`src/rtl/pipe_stage_skid.sv`:
```
// Purpose : handshaked inter-stage pipeline register with a one-entry skid buffer,
//           flush (bubble insertion) and optional control gating on bubbles.
// Latency : 1 falling edge from accept to OutValid; 1 entry/cycle while OutReady=1.
// Backpr. : InReady = ~skid_valid (registered only); a stalled main entry parks the
//           next accepted entry in the skid slot, so no entry is ever lost.
//
// Ports:
//   Clk              clock; all state updates on the falling edge
//   Reset            synchronous, active-high; clears every field
//   Flush            drops both entries and clears ctrl; data/addr are kept
//   InValid/InReady  upstream handshake (accept = InValid & InReady)
//   CtrlIn/DataIn/WriteAddressIn    incoming entry
//   OutValid/OutReady               downstream handshake (release = OutValid & OutReady)
//   CtrlOut/DataOut/WriteAddressOut main entry; CtrlOut gated when GATE_CTRL=1
//   Count            occupancy 0..2 (main + skid)

module pipe_stage_skid #(
  parameter int CTRL_W    = 16,
  parameter int DATA_W    = 160,
  parameter int ADDR_W    = 5,
  parameter bit GATE_CTRL = 1'b1
) (
  input  logic              Clk,
  input  logic              Reset,
  input  logic              Flush,
  input  logic              InValid,
  output logic              InReady,
  input  logic [CTRL_W-1:0] CtrlIn,
  input  logic [DATA_W-1:0] DataIn,
  input  logic [ADDR_W-1:0] WriteAddressIn,
  output logic              OutValid,
  input  logic              OutReady,
  output logic [CTRL_W-1:0] CtrlOut,
  output logic [DATA_W-1:0] DataOut,
  output logic [ADDR_W-1:0] WriteAddressOut,
  output logic [1:0]        Count
);

  // Main entry (drives the outputs)
  logic              m_vld_q,  m_vld_d;
  logic [CTRL_W-1:0] m_ctrl_q, m_ctrl_d;
  logic [DATA_W-1:0] m_data_q, m_data_d;
  logic [ADDR_W-1:0] m_addr_q, m_addr_d;

  // Skid entry (holds the entry accepted while main was stalled)
  logic              s_vld_q,  s_vld_d;
  logic [CTRL_W-1:0] s_ctrl_q, s_ctrl_d;
  logic [DATA_W-1:0] s_data_q, s_data_d;
  logic [ADDR_W-1:0] s_addr_q, s_addr_d;

  logic accept;
  logic release_m;
  logic m_free;

  // Ready is purely registered: no path from OutReady to InReady.
  assign InReady   = ~s_vld_q;
  assign accept    = InValid & InReady;
  assign release_m = m_vld_q & OutReady;
  // Main slot can take a new entry this edge (empty, or its entry is leaving).
  assign m_free    = ~m_vld_q | release_m;

  always_comb begin
    m_vld_d  = m_vld_q;
    m_ctrl_d = m_ctrl_q;
    m_data_d = m_data_q;
    m_addr_d = m_addr_q;
    s_vld_d  = s_vld_q;
    s_ctrl_d = s_ctrl_q;
    s_data_d = s_data_q;
    s_addr_d = s_addr_q;

    if (Flush) begin
      // Bubble insertion: drop both entries, clear ctrl, keep data/addr.
      m_vld_d  = 1'b0;
      s_vld_d  = 1'b0;
      m_ctrl_d = '0;
      s_ctrl_d = '0;
    end else if (m_free) begin
      if (s_vld_q) begin
        // Skid entry is older than anything upstream; it goes first.
        // InReady is low here, so no accept can collide with this move.
        m_vld_d  = 1'b1;
        m_ctrl_d = s_ctrl_q;
        m_data_d = s_data_q;
        m_addr_d = s_addr_q;
        s_vld_d  = 1'b0;
      end else if (accept) begin
        m_vld_d  = 1'b1;
        m_ctrl_d = CtrlIn;
        m_data_d = DataIn;
        m_addr_d = WriteAddressIn;
      end else begin
        m_vld_d  = 1'b0;
      end
    end else if (accept) begin
      // Main stalled: park the new entry in the skid slot.
      s_vld_d  = 1'b1;
      s_ctrl_d = CtrlIn;
      s_data_d = DataIn;
      s_addr_d = WriteAddressIn;
    end
  end

  always_ff @(negedge Clk) begin
    if (Reset) begin
      m_vld_q  <= 1'b0;
      m_ctrl_q <= '0;
      m_data_q <= '0;
      m_addr_q <= '0;
      s_vld_q  <= 1'b0;
      s_ctrl_q <= '0;
      s_data_q <= '0;
      s_addr_q <= '0;
    end else begin
      m_vld_q  <= m_vld_d;
      m_ctrl_q <= m_ctrl_d;
      m_data_q <= m_data_d;
      m_addr_q <= m_addr_d;
      s_vld_q  <= s_vld_d;
      s_ctrl_q <= s_ctrl_d;
      s_data_q <= s_data_d;
      s_addr_q <= s_addr_d;
    end
  end

  assign OutValid        = m_vld_q;
  assign DataOut         = m_data_q;
  assign WriteAddressOut = m_addr_q;
  assign Count           = {1'b0, m_vld_q} + {1'b0, s_vld_q};

  // Bubbles must never assert RegWrite/MemWrite downstream.
  generate
    if (GATE_CTRL) begin : g_gate
      assign CtrlOut = m_vld_q ? m_ctrl_q : '0;
    end else begin : g_nogate
      assign CtrlOut = m_ctrl_q;
    end
  endgenerate

endmodule

```
`config.mk`:
```
export PLATFORM = sky130hd
export DESIGN_NAME = pipe_stage_skid
export DESIGN_NICKNAME = d
export VERILOG_FILES = /design/src/rtl/pipe_stage_skid.sv
export SDC_FILE = /design/constraint.sdc
export NUM_CORES = 1
export LEC_CHECK = 0
export BUFFER_PORTS_ARGS = -buffer_cell sky130_fd_sc_hd__buf_4
export CAP_MARGIN = 20
export CORE_MARGIN = 3
export CORE_UTILIZATION = 45
export CTS_CLUSTER_SIZE = 12
export DETAILED_ROUTE_END_ITERATION = 6
export PLACE_DENSITY = 0.71
export SKIP_LAST_GASP = 1
export SLEW_MARGIN = 20
export SYNTH_ARGS = -nofsm -noshare
export SYNTH_HDL_FRONTEND = slang
export SYNTH_SLANG_ARGS = --single-unit
export TNS_END_PERCENT = 1
```
`constraint.sdc`:
```
create_clock -name Clk -period 1.46 [get_ports Clk]
set_clock_uncertainty 0.05 [all_clocks]
set_input_delay 0.146 -clock Clk [delete_from_list [all_inputs] [get_ports Clk]]
set_output_delay 0.146 -clock Clk [all_outputs]
set_load 0.01 [all_outputs]
```
==> results.md, run 1 <==
- Syn Inst Count: 1,697
- Synth Flop Type: dfxtp_1
- Initial Util: 0.457
- Worst slew margin relative to its limit: 0.511
- Htree depth: 2
- Commonest non-fill, non-tap cell in the layout: buf_4
- Synthesized net count: 1,884
- Critical path's slowest cell: dfxtp_4
- Final worst setup slack: -0.843 ns
- Dpl cell area: 20,200 sq um
- Post-Route Setup TNS: -159.98 ns
- Design Area, Final: 23,000 sq um
- Post-DR wirelength/cell: 19.0 microns
- # rows: 69
- Fin nets: 2,559
- Yosys Warn Count: 0
- Core area: 35,700 sq um
- Final hold vios: 0
- Slew Limit Fails: 0
- CP Max Fanout: 8
- Fraction of layout cells with a size suffix above 1: 0.302
- CP cell instances: buf_6 -> and2_1 -> buf_4
- CP Launch Type: register
- Antenna Nets Post-Route: 0
- Min-Delay Path Class: reg2reg
- Vias in the first global route: 17.0k
- Failing checks: negative setup slack
- DRC Markers: 0
- Worst-Margin Slew: 0.734 ns
- Maximum VDD drop: 958 uV
- Netlist cell types: 27
- Crit path kind: reg2out
- Clock tree sinks: 364
- Post-synth design cell area: 16,300 sq um
- TritonCTS clock tree: yes
- CP arrival: 2.11 ns
- Cell Pwr Density: 1250 nW/um^2
- Leak: 9.56 nW
- Setup Buffers After CTS: 0
- Post-synth EDFFs: 0
- Die Y: 196 microns
- Critical Path Max Stage Delay: 0.38 ns
- RSZ-0062 raised after global routing: yes
- Initial antenna violation count: 3
- Critical Path Sink Type: output port
- Commonest cells after routing, fill and taps aside: buf_4 (422), inv_1 (374), dfxtp_1 (362), a21oi_1 (198), mux2i_1 (181)
- Req. time, crit path: 1.26 ns
- CTS buffer count: 42
- Run status: finished with violations
- Tot GR Track Use: 0.266
- Buffers and inverters on the worst path: 2
- Worst-path clk slew: 0.04 ns
- # setup viols final: 546
- Post-synth top area share: 0.447
- I/O pin cnt: 371
- First-pass GRT wire length: 85.2 mm
- Hold buffers post-CTS: 0
- Cts repair resizes: 21
- Mean Syn Cell Area: 9.61 sq um
- Leading area contributor after synthesis: dfxtp_1
- Routed WL: 54.4 mm
- Largest net degree at the start of global routing: 102
- Area growth from synthesis to layout: 41.0%
- Die area: 38,600 sq um
- Gr ovfl total: 0
- Avg Vias per Cell: 5.74
- Final Util: 0.645
- DRT iter0 DRCs: 1,045
- Root Buffer: clkbuf_16
- Max Cap Viol: 0
- Place WS: -0.723 ns
- Ys async rst share: 0
- Register area share after synthesis: 0.447
- Detailed-route via count: 16.4k
- Drt first pass iters: 5
- Number of port buffers: 370
- CP delay by family, top: flip-flops
- RD Place Congestion: 0.808
- Later-pin clock latency in the skew report: 0.59 ns
- Die width: 196 microns
- Clock tree buffer depth: 3
- Synth top area cells: dfxtp_1 (45%), a211oi_2 (12%), mux2i_1 (11%)
- Min Hold Slack: 0.400 ns
- Dpl hpwl: 34.0 mm
- FF+latch count, synth: 364
area by class of cell:
class                   instances  area (sq um)
multi-input cells            1113          8040
fillers                      2870         12700
well taps                     461           577
flip-flops and latches        364          7290
clock buffers                  43          1080
diodes                          1          2.50
clock inverters               394          1660
repair buffers                485          4320
inverters                       2          15.0
where the power goes:
group	switching [W]	internal, W	leakage [nW]
Clock	0.00699	0.00773	2.62
Sequential	0.000253	0.0104	2.97
Combinational	0.00179	0.00156	3.97
layer usage:
metal / up-vias / track usage / wire length [microns]
met1: 7833 / 0.320 / 21900
met3: 129 / 0.109 / 5020
met2: 743 / 0.409 / 25500
met4: 4 / 0.140 / 1960
met5: - / 0 / 28
li1: 7736 / - / -
Yosys cell counts (31+ instances only):
master,instances
a31oi_1,165
nand3_1,165
nand2_1,32
a211oi_2,150
mux2i_1,181
clkbuf_1,100
o21ai_1,55
dfxtp_1,364
o21ai_0,110
a21oi_1,198
buf_2,67
a211oi_1,31
per-stage QoR:
step	total power, W	cells
2_1_floorplan	0.0140	1697
3_3_place_gp	0.0155	2426
3_5_place_dp	0.0156	2426
4_1_cts	0.0290	2862
5_1_grt	0.0305	2863
6_report	0.0287	2863
cells by family after synthesis:
kind of cell             synth area share
AO/OA/AOI/OAI                       0.304
flip-flops                          0.447
AND/OR/NAND/NOR                    0.0685
buffers and inverters              0.0687
multiplexers                        0.111
adder cells (fa/ha/maj)          0.000767
flip-flops by register name, summed over array words and instances, names as in the netlist:
| name | flops |
|---|---|
| DataOut | 160 |
| OutValid | 1 |
| WriteAddressOut | 5 |
| m_ctrl_q | 16 |
| s_addr_q | 5 |
| s_ctrl_q | 16 |
| s_data_q | 160 |
| s_vld_q | 1 |
worst register-to-register path, delay by kind of cell (launching register included):
kind	cells	cell delay (ns)
buffers and inverters	2	0.59
DFF	1	0.37
AOI/OAI and AO/OA	1	0.11
muxes	1	0.52
worst paths after layout:
check                                                from  slack [ns]  cells past startpoint                   endpoint
worst max-delay path                OutValid$_SDFFE_NP0P_       -0.84                      3                 CtrlOut[0]
worst min-delay path            s_ctrl_q[10]$_SDFFE_NP0P_        0.40                      2  s_ctrl_q[10]$_SDFFE_NP0P_
worst max register to register       s_vld_q$_SDFFE_NP0P_       -0.30                      4  DataOut[145]$_SDFFE_NP0P_
worst min register to register  s_ctrl_q[10]$_SDFFE_NP0P_        0.40                      2  s_ctrl_q[10]$_SDFFE_NP0P_
No activity file was read; power rests on OpenSTA's default activity.
==> inputs of run 2 (changes only) <==
--- a/config.mk
+++ b/config.mk
@@ -11,7 +11,7 @@
 export CORE_UTILIZATION = 45
 export CTS_CLUSTER_SIZE = 12
 export DETAILED_ROUTE_END_ITERATION = 6
-export PLACE_DENSITY = 0.71
+export PLACE_DENSITY = 0.68
 export SKIP_LAST_GASP = 1
 export SLEW_MARGIN = 20
 export SYNTH_ARGS = -nofsm -noshare
==> constraint.sdc (replaced) <==
create_clock -name Clk -period 2.72 [get_ports Clk]
set_clock_uncertainty 0.05 [all_clocks]
set_input_delay 0.544 -clock Clk [delete_from_list [all_inputs] [get_ports Clk]]
set_output_delay 0.544 -clock Clk [all_outputs]
set_load 0.01 [all_outputs]
==> run 2 against run 1 <==
The flow still finishes with violations (negative setup slack). First-iteration DRC count is 13% lower. Sequential share of layout area is 0.25 points lower. Critical path type unchanged. Core utilization is 0.51 points higher. Sequential cell count stayed put. Total power is 47% lower. Via count hardly changed.
==> results.md, run 2 (synthesized netlist as in run 1, its figures left out) <==
- Met3 Resource Use GR: 0.109
- Initial Util: 0.457
- RD Place Congestion: 0.805
- Critical Path Sink Type: output port
- Number of port buffers: 370
- Tot GR Track Use: 0.268
- Initial antenna violation count: 3
- Antenna Nets Post-Route: 0
- Commonest cells after routing, fill and taps aside: buf_4 (408), inv_1 (380), dfxtp_1 (362), a21oi_1 (198), mux2i_1 (181)
- Detailed-route via count: 16.5k
- Die width: 196 microns
- Cell Pwr Density: 657 nW/um^2
- Worst-path clk slew: 0.03 ns
- Avg Vias per Cell: 5.73
- Htree depth: 2
- Die Y: 196 microns
- Dpl cell area: 20,400 sq um
- Most used cell, CP: buf_6
- Reg area: 7290 sq um
- Leak: 9.65 nW
- CP cell instances: buf_6 -> and2_4 -> buf_6
- Critical Path Max Stage Delay: 0.40 ns
- Hold buffers post-CTS: 0
- Placed insts: 2,428
- CP Max Fanout: 7
- Vias in the first global route: 17.0k
- Critical path's slowest cell: dfxtp_4
- Commonest non-fill, non-tap cell in the layout: buf_4
- Finished Layout Cells: 2,869
- Failing checks: negative setup slack
- DRC Markers: 0
- Max Cap Viol: 0
- CTS buffer count: 42
- First-pass GRT wire length: 85.9 mm
- Final worst setup slack: -0.582 ns
- Crit path kind: reg2out
- # setup viols final: 185
- Design Area, Final: 23,200 sq um
- Fraction of layout cells with a size suffix above 1: 0.300
- Multi-input gate area: 8040 sq um
- # rows: 69
- Req. time, crit path: 2.13 ns
- GR met2 Demand/Resource: 0.429
- Later-pin clock latency in the skew report: 0.59 ns
- Routed WL: 54.7 mm
- Slew Limit Fails: 0
- Min-Delay Path Class: reg2reg
- CP delay by family, top: flip-flops
- Core area: 35,700 sq um
- Largest net degree at the start of global routing: 99
- Clock tree sinks: 364
- Buffers and inverters on the worst path: 2
- Drt first pass iters: 6
- Worst-Margin Slew: 0.948 ns
- Run status: finished with violations
- I/O pin cnt: 371
- CP Launch Type: register
- Worst slew margin relative to its limit: 0.368
- Met1 Track Usage GR: 0.317
- TritonCTS clock tree: yes
- Root Buffer: clkbuf_16
- Most used routing layer: met2
- DRT iter0 DRCs: 909
- Die area: 38,600 sq um
- Final hold vios: 0
- Fillers: 2,923
- Maximum VDD drop: 449 uV
- Gr ovfl total: 0
- CP arrival: 2.71 ns
- RSZ-0062 raised after global routing: yes
- Area growth from synthesis to layout: 42.1%
- Fin nets: 2,562
- Clock tree buffer depth: 3
- Post-DR wirelength/cell: 19.1 microns
- Setup Buffers After CTS: 0
- Dpl hpwl: 35.0 mm
==> run 2: worst paths after layout <==
path | from | endpoint | slack, ns | cells past startpoint
min reg2reg | s_ctrl_q[5]$_SDFFE_NP0P_ | s_ctrl_q[5]$_SDFFE_NP0P_ | 0.40 | 2
max reg2reg | s_vld_q$_SDFFE_NP0P_ | DataOut[99]$_SDFFE_NP0P_ | 0.03 | 5
max | OutValid$_SDFFE_NP0P_ | CtrlOut[11] | -0.58 | 3
min | s_ctrl_q[5]$_SDFFE_NP0P_ | s_ctrl_q[5]$_SDFFE_NP0P_ | 0.40 | 2
==> run 2: routing by layer <==
layer  wire length (microns)  up-vias
li1                        -     7733
met4                    1510        4
met1                   22100     7994
met5                      31        -
met2                   26400      620
met3                    4660      101
==> run 2: final cells by class <==
| type | count | area share |
|---|---|---|
| diodes | 1 | 0.000108 |
| multi-input cells | 1113 | 0.347 |
| clock buffers | 45 | 0.0486 |
| well taps | 461 | 0.0249 |
| flip-flops and latches | 364 | 0.315 |
| inverters | 2 | 0.000648 |
| clock inverters | 395 | 0.0686 |
| repair buffers | 488 | 0.195 |
==> run 2: metrics by stage <==
step	total power, W	setup WS, ns	hold WS, ns	utilization	setup TNS [ns]
floorplan	0.00750	-0.189	0.386	-	-61.62
global placement	0.00835	-0.447	0.392	0.571	-126.80
detailed placement	0.00839	-0.479	0.399	0.571	-135.49
CTS	0.0154	-0.594	0.402	0.649	-61.50
global route	0.0162	-0.613	0.423	0.650	-66.05
finish	0.0152	-0.582	0.401	0.650	-58.59
==> run 2: worst reg2reg max path, cell delays in order, from the launching register on <==
cell	delay, ns
dfxtp_4	0.35
buf_4	0.11
buf_4	0.66
buf_12	0.72
mux2i_1	0.56
a211oi_2	0.12
==> run 2: power by group <==
group	total, W	leakage, nW	internal [W]	switching [W]
Combinational	0.00182	4.05	0.000849	0.000967
Clock	0.00770	2.64	0.00398	0.00372
Sequential	0.00572	2.97	0.00558	0.000135
Total	0.0152	9.65	0.0104	0.00482
==> run 2: what timing repair did <==
action                                  in CTS  in global routing
gates cloned                                 1                  0
endpoints found under the setup margin     185                185
gates resized for setup                     21                  6
endpoints found under the hold margin        0                  0
pin swaps                                    0                  2
